[src/rtl/alu_ctrl_exec_if.sv]
// Request/response bundle for the ALU control and execute block.
// Requester drives the master side; the execute unit sits on the slave side.
interface alu_ctrl_exec_if #(
  parameter int WIDTH  = 32,
  parameter int FUNC_W = 6
);
  logic              valid_in;
  logic              ready;
  logic [1:0]        alu_op;
  logic [FUNC_W-1:0] func_op;
  logic [WIDTH-1:0]  operand_a;
  logic [WIDTH-1:0]  operand_b;
  logic              valid_out;
  logic [WIDTH-1:0]  result;
  logic              zero;
  logic [3:0]        alu_control_sig;
  logic              illegal;
  logic [WIDTH-1:0]  hi;
  logic [WIDTH-1:0]  lo;

  modport master (
    output valid_in, alu_op, func_op, operand_a, operand_b,
    input  ready, valid_out, result, zero, alu_control_sig,
    input  illegal, hi, lo
  );

  modport slave (
    input  valid_in, alu_op, func_op, operand_a, operand_b,
    output ready, valid_out, result, zero, alu_control_sig,
    output illegal, hi, lo
  );
endinterface

[src/rtl/alu_ctrl_exec.sv]
// ALU control decode plus execute: single-cycle ops and an iterative
// shift-add multiplier writing the HI/LO register pair.
module alu_ctrl_exec #(
  parameter int WIDTH  = 32,
  parameter int FUNC_W = 6
) (
  input logic           clk,
  input logic           rst,
  alu_ctrl_exec_if.slave bus
);
  localparam logic [3:0] C_AND  = 4'b0000;
  localparam logic [3:0] C_OR   = 4'b0001;
  localparam logic [3:0] C_ADD  = 4'b0010;
  localparam logic [3:0] C_XOR  = 4'b0011;
  localparam logic [3:0] C_SUB  = 4'b0110;
  localparam logic [3:0] C_SLT  = 4'b0111;
  localparam logic [3:0] C_SLTU = 4'b1000;
  localparam logic [3:0] C_MUL  = 4'b1001;
  localparam logic [3:0] C_MULU = 4'b1010;
  localparam logic [3:0] C_MFHI = 4'b1011;
  localparam logic [3:0] C_NOR  = 4'b1100;
  localparam logic [3:0] C_MFLO = 4'b1101;
  localparam logic [3:0] C_ILL  = 4'b1111;
  localparam int CNT_W = $clog2(WIDTH) + 1;

  typedef enum logic [1:0] {IDLE, MUL, DONE} state_t;

  state_t             state_q, state_d;
  logic [CNT_W-1:0]   cnt_q;
  logic [WIDTH-1:0]   mcand_q;
  logic [2*WIDTH-1:0] prod_q, prod_step, prod_fin;
  logic               neg_q;
  logic [3:0]         mctrl_q;

  logic               vout_q, zero_q, ill_q;
  logic [WIDTH-1:0]   res_q, hi_q, lo_q;
  logic [3:0]         ctrl_q;

  logic [5:0]         func6;
  logic               func_hi_set;
  logic [3:0]         ctrl;
  logic               bad, is_mul, sgn, neg, accept;
  logic [WIDTH-1:0]   a, b, mag_a, mag_b, alu_res;
  logic [WIDTH:0]     sum;

  assign a      = bus.operand_a;
  assign b      = bus.operand_b;
  assign func6  = bus.func_op[5:0];
  assign accept = bus.valid_in && (state_q == IDLE);

  if (FUNC_W > 6) begin : g_fhi
    assign func_hi_set = |bus.func_op[FUNC_W-1:6];
  end else begin : g_nofhi
    assign func_hi_set = 1'b0;
  end

  always_comb begin
    ctrl = C_ADD;
    bad  = 1'b0;
    case (bus.alu_op)
      2'b00: ctrl = C_ADD;
      2'b01: ctrl = C_SUB;
      2'b11: ctrl = C_OR;
      default: begin
        case (func6)
          6'b100000, 6'b100001: ctrl = C_ADD;
          6'b100010, 6'b100011: ctrl = C_SUB;
          6'b100100: ctrl = C_AND;
          6'b100101: ctrl = C_OR;
          6'b100110: ctrl = C_XOR;
          6'b100111: ctrl = C_NOR;
          6'b101010: ctrl = C_SLT;
          6'b101011: ctrl = C_SLTU;
          6'b011000: ctrl = C_MUL;
          6'b011001: ctrl = C_MULU;
          6'b010000: ctrl = C_MFHI;
          6'b010010: ctrl = C_MFLO;
          default: begin
            ctrl = C_ILL;
            bad  = 1'b1;
          end
        endcase
        if (func_hi_set) begin
          ctrl = C_ILL;
          bad  = 1'b1;
        end
      end
    endcase
  end

  always_comb begin
    alu_res = '0;
    case (ctrl)
      C_ADD:  alu_res = a + b;
      C_SUB:  alu_res = a - b;
      C_AND:  alu_res = a & b;
      C_OR:   alu_res = a | b;
      C_XOR:  alu_res = a ^ b;
      C_NOR:  alu_res = ~(a | b);
      C_SLT:  alu_res[0] = $signed(a) < $signed(b);
      C_SLTU: alu_res[0] = a < b;
      C_MFHI: alu_res = hi_q;
      C_MFLO: alu_res = lo_q;
      default: alu_res = '0;
    endcase
  end

  // Most-negative operand negates to itself, which is its correct
  // unsigned magnitude, so no special case is needed.
  assign is_mul = (ctrl == C_MUL) || (ctrl == C_MULU);
  assign sgn    = (ctrl == C_MUL);
  assign mag_a  = (sgn && a[WIDTH-1]) ? -a : a;
  assign mag_b  = (sgn && b[WIDTH-1]) ? -b : b;
  assign neg    = sgn && (a[WIDTH-1] ^ b[WIDTH-1]);

  always_comb begin
    sum = {1'b0, prod_q[2*WIDTH-1:WIDTH]}
        + (prod_q[0] ? {1'b0, mcand_q} : '0);
    prod_step = {sum, prod_q[WIDTH-1:1]};
    prod_fin  = neg_q ? -prod_q : prod_q;
  end

  always_ff @(posedge clk or posedge rst) begin
    if (rst) state_q <= IDLE;
    else     state_q <= state_d;
  end

  always_comb begin
    state_d = state_q;
    case (state_q)
      IDLE: if (accept && is_mul) state_d = MUL;
      MUL:  if (cnt_q == CNT_W'(WIDTH-1)) state_d = DONE;
      DONE: state_d = IDLE;
      default: state_d = IDLE;
    endcase
  end

  always_ff @(posedge clk or posedge rst) begin
    if (rst) begin
      vout_q  <= 1'b0;
      res_q   <= '0;
      zero_q  <= 1'b0;
      ctrl_q  <= 4'b0000;
      ill_q   <= 1'b0;
      hi_q    <= '0;
      lo_q    <= '0;
      cnt_q   <= '0;
      mcand_q <= '0;
      prod_q  <= '0;
      neg_q   <= 1'b0;
      mctrl_q <= 4'b0000;
    end else begin
      vout_q <= 1'b0;
      case (state_q)
        IDLE: if (accept) begin
          if (is_mul) begin
            mcand_q <= mag_a;
            prod_q  <= {{WIDTH{1'b0}}, mag_b};
            neg_q   <= neg;
            mctrl_q <= ctrl;
            cnt_q   <= '0;
          end else begin
            vout_q <= 1'b1;
            res_q  <= alu_res;
            zero_q <= (alu_res == '0);
            ctrl_q <= ctrl;
            ill_q  <= bad;
          end
        end
        MUL: begin
          prod_q <= prod_step;
          cnt_q  <= cnt_q + 1'b1;
        end
        DONE: begin
          hi_q   <= prod_fin[2*WIDTH-1:WIDTH];
          lo_q   <= prod_fin[WIDTH-1:0];
          res_q  <= prod_fin[WIDTH-1:0];
          zero_q <= (prod_fin[WIDTH-1:0] == '0);
          ctrl_q <= mctrl_q;
          ill_q  <= 1'b0;
          vout_q <= 1'b1;
        end
        default: ;
      endcase
    end
  end

  assign bus.ready           = (state_q == IDLE);
  assign bus.valid_out       = vout_q;
  assign bus.result          = res_q;
  assign bus.zero            = zero_q;
  assign bus.alu_control_sig = ctrl_q;
  assign bus.illegal         = ill_q;
  assign bus.hi              = hi_q;
  assign bus.lo              = lo_q;
endmodule

[src/flat_wrapper.sv]
// flat-port wrapper written by rule: the top's interface ports become plain ports
module alu_ctrl_exec_flat 
#(
  parameter int WIDTH  = 32,
  parameter int FUNC_W = 6
)
  (clk, rst, bus_valid_in, bus_alu_op, bus_func_op, bus_operand_a, bus_operand_b, bus_ready, bus_valid_out, bus_result, bus_zero, bus_alu_control_sig, bus_illegal, bus_hi, bus_lo);
  alu_ctrl_exec_if #(.WIDTH(WIDTH), .FUNC_W(FUNC_W)) bus_i ();
  input logic clk;
  input logic rst;
  input wire logic [$bits(bus_i.valid_in)-1:0] bus_valid_in;
  input wire logic [$bits(bus_i.alu_op)-1:0] bus_alu_op;
  input wire logic [$bits(bus_i.func_op)-1:0] bus_func_op;
  input wire logic [$bits(bus_i.operand_a)-1:0] bus_operand_a;
  input wire logic [$bits(bus_i.operand_b)-1:0] bus_operand_b;
  output wire logic [$bits(bus_i.ready)-1:0] bus_ready;
  output wire logic [$bits(bus_i.valid_out)-1:0] bus_valid_out;
  output wire logic [$bits(bus_i.result)-1:0] bus_result;
  output wire logic [$bits(bus_i.zero)-1:0] bus_zero;
  output wire logic [$bits(bus_i.alu_control_sig)-1:0] bus_alu_control_sig;
  output wire logic [$bits(bus_i.illegal)-1:0] bus_illegal;
  output wire logic [$bits(bus_i.hi)-1:0] bus_hi;
  output wire logic [$bits(bus_i.lo)-1:0] bus_lo;
  assign bus_i.valid_in = bus_valid_in;
  assign bus_i.alu_op = bus_alu_op;
  assign bus_i.func_op = bus_func_op;
  assign bus_i.operand_a = bus_operand_a;
  assign bus_i.operand_b = bus_operand_b;
  assign bus_ready = bus_i.ready;
  assign bus_valid_out = bus_i.valid_out;
  assign bus_result = bus_i.result;
  assign bus_zero = bus_i.zero;
  assign bus_alu_control_sig = bus_i.alu_control_sig;
  assign bus_illegal = bus_i.illegal;
  assign bus_hi = bus_i.hi;
  assign bus_lo = bus_i.lo;
  alu_ctrl_exec #(.WIDTH(WIDTH), .FUNC_W(FUNC_W)) u_core (.clk(clk), .rst(rst), .bus(bus_i));
endmodule
[config.mk]
export PLATFORM = sky130hd
export DESIGN_NAME = alu_ctrl_exec_flat
export DESIGN_NICKNAME = d
export VERILOG_FILES = /design/src/rtl/alu_ctrl_exec_if.sv /design/src/rtl/alu_ctrl_exec.sv /design/src/flat_wrapper.sv
export SDC_FILE = /design/constraint.sdc
export NUM_CORES = 1
export LEC_CHECK = 0
export ABC_AREA = 1
export ABC_CLOCK_PERIOD_IN_PS = 19600
export BUFFER_PORTS_ARGS = -buffer_cell sky130_fd_sc_hd__buf_2
export CAP_MARGIN = 25
export CORE_MARGIN = 2
export CORE_UTILIZATION = 60
export DETAILED_ROUTE_END_ITERATION = 6
export GPL_TIMING_DRIVEN = 1
export HOLD_SLACK_MARGIN = 0.05
export PLACE_DENSITY = 0.89
export SLEW_MARGIN = 0
export SYNTH_ARGS = -nofsm -noshare
export SYNTH_HDL_FRONTEND = slang
export SYNTH_SLANG_ARGS = --single-unit
[constraint.sdc]
create_clock -name clk -period 19.6 [get_ports clk]
set_input_delay 3.92 -clock clk [delete_from_list [all_inputs] [get_ports clk]]
set_output_delay 3.92 -clock clk [all_outputs]
set_load 0.02 [all_outputs]
After elaboration in Yosys (flattened, before gate mapping)
Cells that the tools add are included.

storage, ports and cells
  register bits after elaboration = 212
  input port bits = 75
  output and inout port bits = 104

cells by class
  add/sub/neg operators = 7
  $lt $le $gt $ge = 2
  eq/ne operators = 35
  mux-type cells = 34
  bitwise operators = 5
  reduce and logical (&&, ||, !) cells = 21

operators by type and width
  operator            count
  $pmux 31 s8         1
  $mux 64             3
  $mux 32             5
  $pmux 64 s2         1
  $logic_not 32->1    2
  $lt 32x32->1        2
  $neg 32->32         2
  $neg 64->64         1
  $pmux 32 s2         1
  $eq 6x6->1 const B  10
  $pmux 4 s12         1
  $add 32x33->33      1
  $add 32x32->32      1
  $and 32x32->32      1
  $not 32->32         1
  $or 32x32->32       1
  $sub 32x32->32      1
  $xor 32x32->32      1
  $eq 6x5->1 const B  5
  $eq 4x4->1 const B  6
  $reduce_or 14->1    1
  $mux 6              2
  $pmux 4 s3          1
  $pmux 6 s2          1
  other kinds (25)    52

Depth between registers and ports, before layout
Gate-level depths: netlist (run 1).

  word-level depth = 10
  depth in mapped cells = 24
  mapped depth without buffers = 23

Least setup slack after synthesis (run 1)
Ideal clock, no wire load.

  kind = in2reg
  from = input port bus_operand_a[2]
  to = register u_core.zero_q, in the netlist u_core.bus.zero
  library setup time = 0.077 ns
  arrival time = 6.043 ns
  setup slack = 13.479 ns
  cell stages on the path = 21
  path buffers = 0
  cells stage by stage = inv_1 ha_1 inv_1 nand2_1 o21ai_0 nand2_1 nand2_1 nand3_1 nand2_1 nand2_1 nand2_1 nand2_1 nand3_1 nand2_1 nor2_1 nand2_1 nor2_1 nand2_1 nor2_1 nand3_1 a21oi_1

on the way
  longest elaborated chain between the ends = 7

RTL lines
  item                                                                    RTL line              text
  start, declared                                                         flat_wrapper.sv:14    input wire logic [$bits(bus_i.operand_a)-1:0] bus_operand_a;
  parallel branches: the longest is 3 deep, another holds $sub 32x32->32  -
  $logic_not 32->1 (*)                                                    alu_ctrl_exec.sv:165  zero_q <= (alu_res == '0);
  $mux 1 (*)                                                              alu_ctrl_exec.sv:156  if (is_mul) begin
  $mux 1 (*)                                                              alu_ctrl_exec.sv:155  IDLE: if (accept) begin
  $pmux 1 s2 (*)                                                          alu_ctrl_exec.sv:154  case (state_q)
  end signal, assigned                                                    alu_ctrl_exec.sv:165
  end signal, assigned                                                    alu_ctrl_exec.sv:178  zero_q <= (prod_fin[WIDTH-1:0] == '0);
  end, declared                                                           alu_ctrl_exec.sv:35   logic vout_q, zero_q, ill_q;

Mark *: on every way between the ends. The select of a mux whose other input is x is not followed.
A chain may end at the register's enable or synchronous reset.

Worst setup path in the final report (run 1)
  from = input port bus_operand_b[31]
  to = register u_core.zero_q, in the netlist u_core.bus.zero

on the way
  longest elaborated chain between the ends = 7

RTL lines
  item                                                                    RTL line              text
  start, declared                                                         flat_wrapper.sv:15    input wire logic [$bits(bus_i.operand_b)-1:0] bus_operand_b;
  parallel branches: the longest is 3 deep, another holds $sub 32x32->32  -
  $logic_not 32->1 (*)                                                    alu_ctrl_exec.sv:165
  $mux 1 (*)                                                              alu_ctrl_exec.sv:156
  $mux 1 (*)                                                              alu_ctrl_exec.sv:155
  $pmux 1 s2 (*)                                                          alu_ctrl_exec.sv:154

Marked as above.

==> run metrics, run 1 <==
FF-to-FF End=u_core.bus.hi[26]; post-synth cell types=56; # IOs=179; layout cell share with drive strength beyond 1=0.08933; Max Used Layer=met5; worst slew pin tran=1.041 ns; initial antenna violation count=4; Worst EP arrival=7.71 ns; post-synth top area share=0.2551; Starting Density=0.6050; setup TNS=0 ns; reg2reg start=u_core.prod_q[0]; CP endpoint kind=register; Post-synth EDFFs=0; Clock Sink Count=212; final cell count without fillers=3,917; GRT overflow=0; pin count of the biggest net entering global routing=134; Layout Utilization=0.6591; Reg area=5305 um2; syn_area_per_cell=6.236 um2; register area share after synthesis=0.2551; Tot Pwr=2.362 mW; HP Start=u_core.cnt_q[5]; fin area=22,660 um2; DR DRC count=5; Root Buffer=clkbuf_16; GPL Wtd Cong=1.149; Area contributors post-synth=dfrtp_1, nand2_1, ha_1; met2 WL=34,000 um; kind of critical path=input port to register; Synth Register Bits=212; Core Region=34,370 um2; Total Wirelength=84,550 um; r2r worst-path depth=18; pwr dens=104.3 nW/um2; hold path endpoint=u_core.state_q[1]; WL/cell=21.59 um; Final setup viols=0; via count=24,200; vias in the first global route=21,920; CTS clock-pin slew for the worst setup and hold paths=0.07 ns; area delta synth->final=8.941%; worst skew pair latency=0.52 ns; Final nets=3,661; failing checks=DRC; HPWL reported at the end of detailed placement=67,240 um; placed insts=3,872; Ys Warns=0; Max FO, Critical Path=6; min Tclk post-route=7.287 ns; Max Clock Freq=137.2 MHz; WL met3=13,550 um; CTS buffer count=23; Req. time, crit path=20.03 ns; first-pass GRT wire length=126,200 um; fin worst setup slack=12.31 ns; Hold Path Depth=1; top_reg_cell synth=dfrtp_1; HP Class=register to register; CTS resizes=0; maximum VDD drop=89.52 uV; Mapped Nets=3,552; Post-CTS Hold Fix Bufs=0; r2r setup slk=15.93 ns; Leak=12.40 nW; CTS tree=done; post-route ant nets=0; Max Cap Viol=0; period utilisation layout=0.3718; Max Slew Vio Count=0; area leader, netlist=dfrtp_1; Async SR Flop Fraction=1.000; DR iter-0 viols=3,643; Vias/cell=6.179; Slew HR=0.3055; Total GRT Usage=0.4575; buffers added on ports=178; Layout fillers=3,293; Hold Slack=0.4772 ns; multi-input logic area=13,300 um2; skew final=0.01980 ns; status=finished with violations; post-CTS setup buffers=0; 1st-pass router iterations=7; Longest Clk Path Bufs=3; Final Hold Fails=0; Post-Syn Area=20,800 um2; worst slack, placed=12.20 ns; RSZ-0062 raised after global routing=no; die area=36,160 um2; Startpoint Class=input port; WL met1=31,520 um; Synth Instances=3,335; H-tree depth=1; die outline width=190.2 um; cell row count=68; dpl cell area=21,870 um2; chip height=190.2 um
==> layer usage <==
metal | up-vias | track usage
li1 | 10920 | -
met3 | 392 | 0.1419
met4 | 6 | 0.2305
met5 | - | 0
met1 | 10910 | 0.6087
met2 | 1977 | 0.6703
==> how the worst max path moves through the flow <==
stage               depth (start not counted)               from                            end
floorplan                                   1                rst  u_core.bus.alu_control_sig[0]
global placement                           14     bus_func_op[2]             u_core.mcand_q[19]
detailed placement                         21   bus_operand_a[2]                u_core.bus.zero
CTS                                        21   bus_operand_a[2]                u_core.bus.zero
global route                               21   bus_operand_a[2]                u_core.bus.zero
finish                                     20  bus_operand_b[31]                u_core.bus.zero
==> report_power, final <==
part,total [mW],leakage (nW),internal (mW),switching (mW)
logic,1.19,9.26,0.348,0.842
clock network,0.428,0.362,0.242,0.185
registers,0.745,2.78,0.587,0.158
==> critical path: stages <==
cell and delay, ns:
buf_2 0.15, inv_1 0.10, ha_1 0.67, inv_1 0.34, a21oi_1 0.33, a21boi_0 0.24, o21ai_0 0.15, a21oi_1 0.26
nand2_1 0.20, nand2_1 0.10, nand2_1 0.07, nand2_1 0.07, nand2_1 0.04, nor2_1 0.11, nand3_1 0.16, nor2_1 0.13
nand3_1 0.18, nor2_1 0.16, nand3_1 0.10, a21oi_1 0.20
==> logic make-up after synthesis <==
group,after synthesis,share of synthesized area
and+or+nand+nor,1737,0.3520
AOI/OAI and AO/OA,564,0.1482
buffers and inverters,557,0.1064
DFF,212,0.2551
adders and majority gates,142,0.08652
xor gates and xnor gates,123,0.05180
==> layout by cell type (no fill, tap or decap), types with 113 or more instances in the layout <==
cell type  count
buf_2        178
inv_1        430
ha_1         139
a21oi_1      177
nor2_1       377
nand3_1      208
dfrtp_1      212
o21ai_0      244
xor2_1       113
nand2_1      956
==> Yosys cell counts (28+ instances only) <==
library cell,instances
buf_2,28
nor2_1,380
nand4_1,54
nand2_1,956
ha_1,139
clkbuf_1,60
a21oi_1,177
nand3_1,208
xor2_1,113
inv_1,432
o21ai_1,29
o21ai_0,244
dfrtp_1,212
nor3_1,57
==> final cells by class <==
type / count / area share
clock buffers: 29 / 0.02772
inverters: 448 / 0.07456
repair buffers: 193 / 0.04639
diodes: 3 / 0.0003314
multi-input cells: 2566 / 0.5871
flip-flops and latches: 212 / 0.2342
clock inverters: 11 / 0.004584
well taps: 455 / 0.02513
==> sequential cells by signal, indices dropped and copies added, names as in the netlist <==
signal / flops
u_core.bus.alu_control_sig: 4
u_core.bus.hi: 32
u_core.bus.illegal: 1
u_core.bus.lo: 32
u_core.bus.result: 32
u_core.bus.valid_out: 1
u_core.bus.zero: 1
u_core.cnt_q: 6
u_core.mcand_q: 32
u_core.mctrl_q: 4
u_core.neg_q: 1
u_core.prod_q: 64
u_core.state_q: 2
(Power assumes the default switching activity.)
==> inputs of run 2 (changes only) <==
ABC_CLOCK_PERIOD_IN_PS = 6400   (was 19600)
CORE_UTILIZATION = 56   (was 60)
PLACE_DENSITY = 0.88   (was 0.89)
clock period = 6.4 ns   (was 19.6 ns; I/O delays follow)
==> run metrics, run 2 (synthesized netlist as in run 1, its figures left out) <==
status=finished with violations; failing checks=DRC; 1st-pass router iterations=7 (unchanged); most frequent CP cell=nand2_1; GPL Wtd Cong=1.109 (-3.5%); maximum VDD drop=219.9 uV (+150%); HPWL reported at the end of detailed placement=72,090 um (+7.2%); Final nets=3,663 (+0.055%); die outline width=196.7 um (+3.4%); commonest non-fill, non-tap cell in the layout=nand2_1; CP max stage delay=0.70 ns (+0.03 ns); Final Hold Fails=0 (unchanged); setup TNS=0 ns (unchanged); Clock Sink Count=212 (unchanged); DR iter-0 viols=3,118 (-14%); period utilisation layout=0.6938; skew final=0.02034 ns (+0.0005453 ns); Layout fillers=3,581 (+8.7%); cell row count=70 (+2.9%); max FFs per register=64 (unchanged); die area=38,690 um2 (+7.0%); RSZ-0062 raised after global routing=no; via count=23,810 (-1.6%); worst skew pair latency=0.56 ns (+0.04 ns); buffers added on ports=178 (unchanged); chip height=196.7 um (+3.4%); Max Slew Vio Count=0 (unchanged); Worst EP arrival=4.92 ns (-2.79 ns); most flop-heavy register=u_core.prod_q; first-pass GRT wire length=132,700 um (+5.2%); Max Cap Viol=0 (unchanged); pin count of the biggest net entering global routing=107 (-20%); area delta synth->final=9.572%; Longest Clk Path Bufs=3 (unchanged); Root Buffer=clkbuf_16; Starting Density=0.5680 (-0.03697); Core Region=36,610 um2 (+6.5%); Tot Pwr=7.490 mW (+220%); initial antenna violation count=7 (+3); WL/cell=22.80 um (+5.6%); Startpoint Class=input port; post-CTS setup buffers=0 (unchanged); pwr dens=328.7 nW/um2 (+220%); H-tree depth=1 (unchanged); Final setup viols=0 (unchanged); CTS resizes=0 (unchanged); layout cell share with drive strength beyond 1=0.09125 (+0.001918); # IOs=179 (unchanged); Slew HR=0.2710 (-0.03444); Total GRT Usage=0.4567 (-0.0007438); worst slew pin tran=1.082 ns (+0.04138 ns); min Tclk post-route=4.440 ns; CTS buffer count=24 (+4.3%); Max FO, Critical Path=6 (unchanged); Total Wirelength=89,740 um (+6.1%); Post-CTS Hold Fix Bufs=0 (unchanged); Vias/cell=6.049 (-2.1%); CP endpoint kind=register; Max Clock Freq=225.2 MHz; DR DRC count=2 (-3); Leak=12.44 nW (+0.31%); kind of critical path=input port to register; GRT overflow=0 (unchanged); slowest stage cell, crit path=o21ai_0; vias in the first global route=21,880 (-0.20%); most frequent cells in the layout=nand2_1, inv_1, nor2_1; HP Class=register to register; post-route ant nets=0 (unchanged); crit path cell chain=buf_2 > inv_1 > ha_1 > inv_1 > nand2_1 > o21ai_0 > nand2_1 > nand2_1 > nand2_1 > nand2_1 > xor2_1 > inv_1 > nand2_1 > nand3_1 > nor2_1 > nand2_1 > nor2_1 > nand2_1 > nor2_1 > nand3_1 > a21oi_1; CTS tree=done; CTS clock-pin slew for the worst setup and hold paths=0.07 ns (about the same); Req. time, crit path=6.88 ns (-13.15 ns)
[run 2: worst max-delay path, delay by kind of cell]
kind	cells	cell delay (ns)
buffers and inverters	4	0.47
AOI/OAI and AO/OA	2	0.82
adders and majority gates	1	0.39
xor gates and xnor gates	1	0.15
and+or+nand+nor	13	1.80
[run 2: through the flow]
step / area (um2) / std cells / setup WS (ns) / util / hold slack [ns]
3_5_place_dp: 21910 / 3888 / 1.578 / 0.5985 / 0.4516
6_report: 22790 / 3936 / 1.960 / 0.6224 / 0.4713
4_1_cts: 22770 / 3931 / 2.134 / 0.6221 / 0.4632
2_1_floorplan: 20800 / 3335 / 2.364 / - / 0.4226
3_3_place_gp: 21900 / 3887 / 1.639 / 0.5983 / 0.4311
5_1_grt: 22790 / 3936 / 1.718 / 0.6224 / 0.4772
[run 2: report_power, final]
group          internal (mW)  leakage, nW  switching, mW
Clock                  0.894        0.417          0.631
Sequential              1.80         2.78          0.498
Combinational           1.07         9.24           2.60
Total                   3.76         12.4           3.73
[run 2: final cells by class]
class                      count  area [um2]  area share
antenna                        5       12.51   0.0005491
clock buffer                  27       641.9     0.02817
clock inverter                16       221.5    0.009719
inverter                     448        1685     0.07396
multi-input combinational   2566       13310      0.5842
sequential                   212        5305      0.2328
tap                          468       585.6     0.02570
timing repair buffer         194        1023     0.04492
[run 2: path summary, 6_finish.rpt]
path | start | to | slack [ns] | depth (start not counted)
max | bus_operand_a[2] | u_core.bus.zero | 1.96 | 21
min | u_core.cnt_q[5] | u_core.state_q[1] | 0.47 | 1
max reg2reg | u_core.prod_q[0] | u_core.bus.hi[26] | 2.78 | 18
min reg2reg | u_core.cnt_q[5] | u_core.state_q[1] | 0.47 | 1
max in group asynchronous | rst | u_core.mcand_q[9] | 4.12 | 4
min in group asynchronous | rst | u_core.prod_q[59] | 0.72 | 2
[run 2: metal layers]
layer / wire (um) / global-route usage / up-vias / share of wire
met5: 0 / 0 / - / 0
met4: 5348 / 0.2356 / 0 / 0.060
met3: 11730 / 0.1075 / 260 / 0.13
met2: 36870 / 0.6722 / 1697 / 0.41
met1: 35780 / 0.6259 / 10910 / 0.40
li1: - / - / 10950 / -
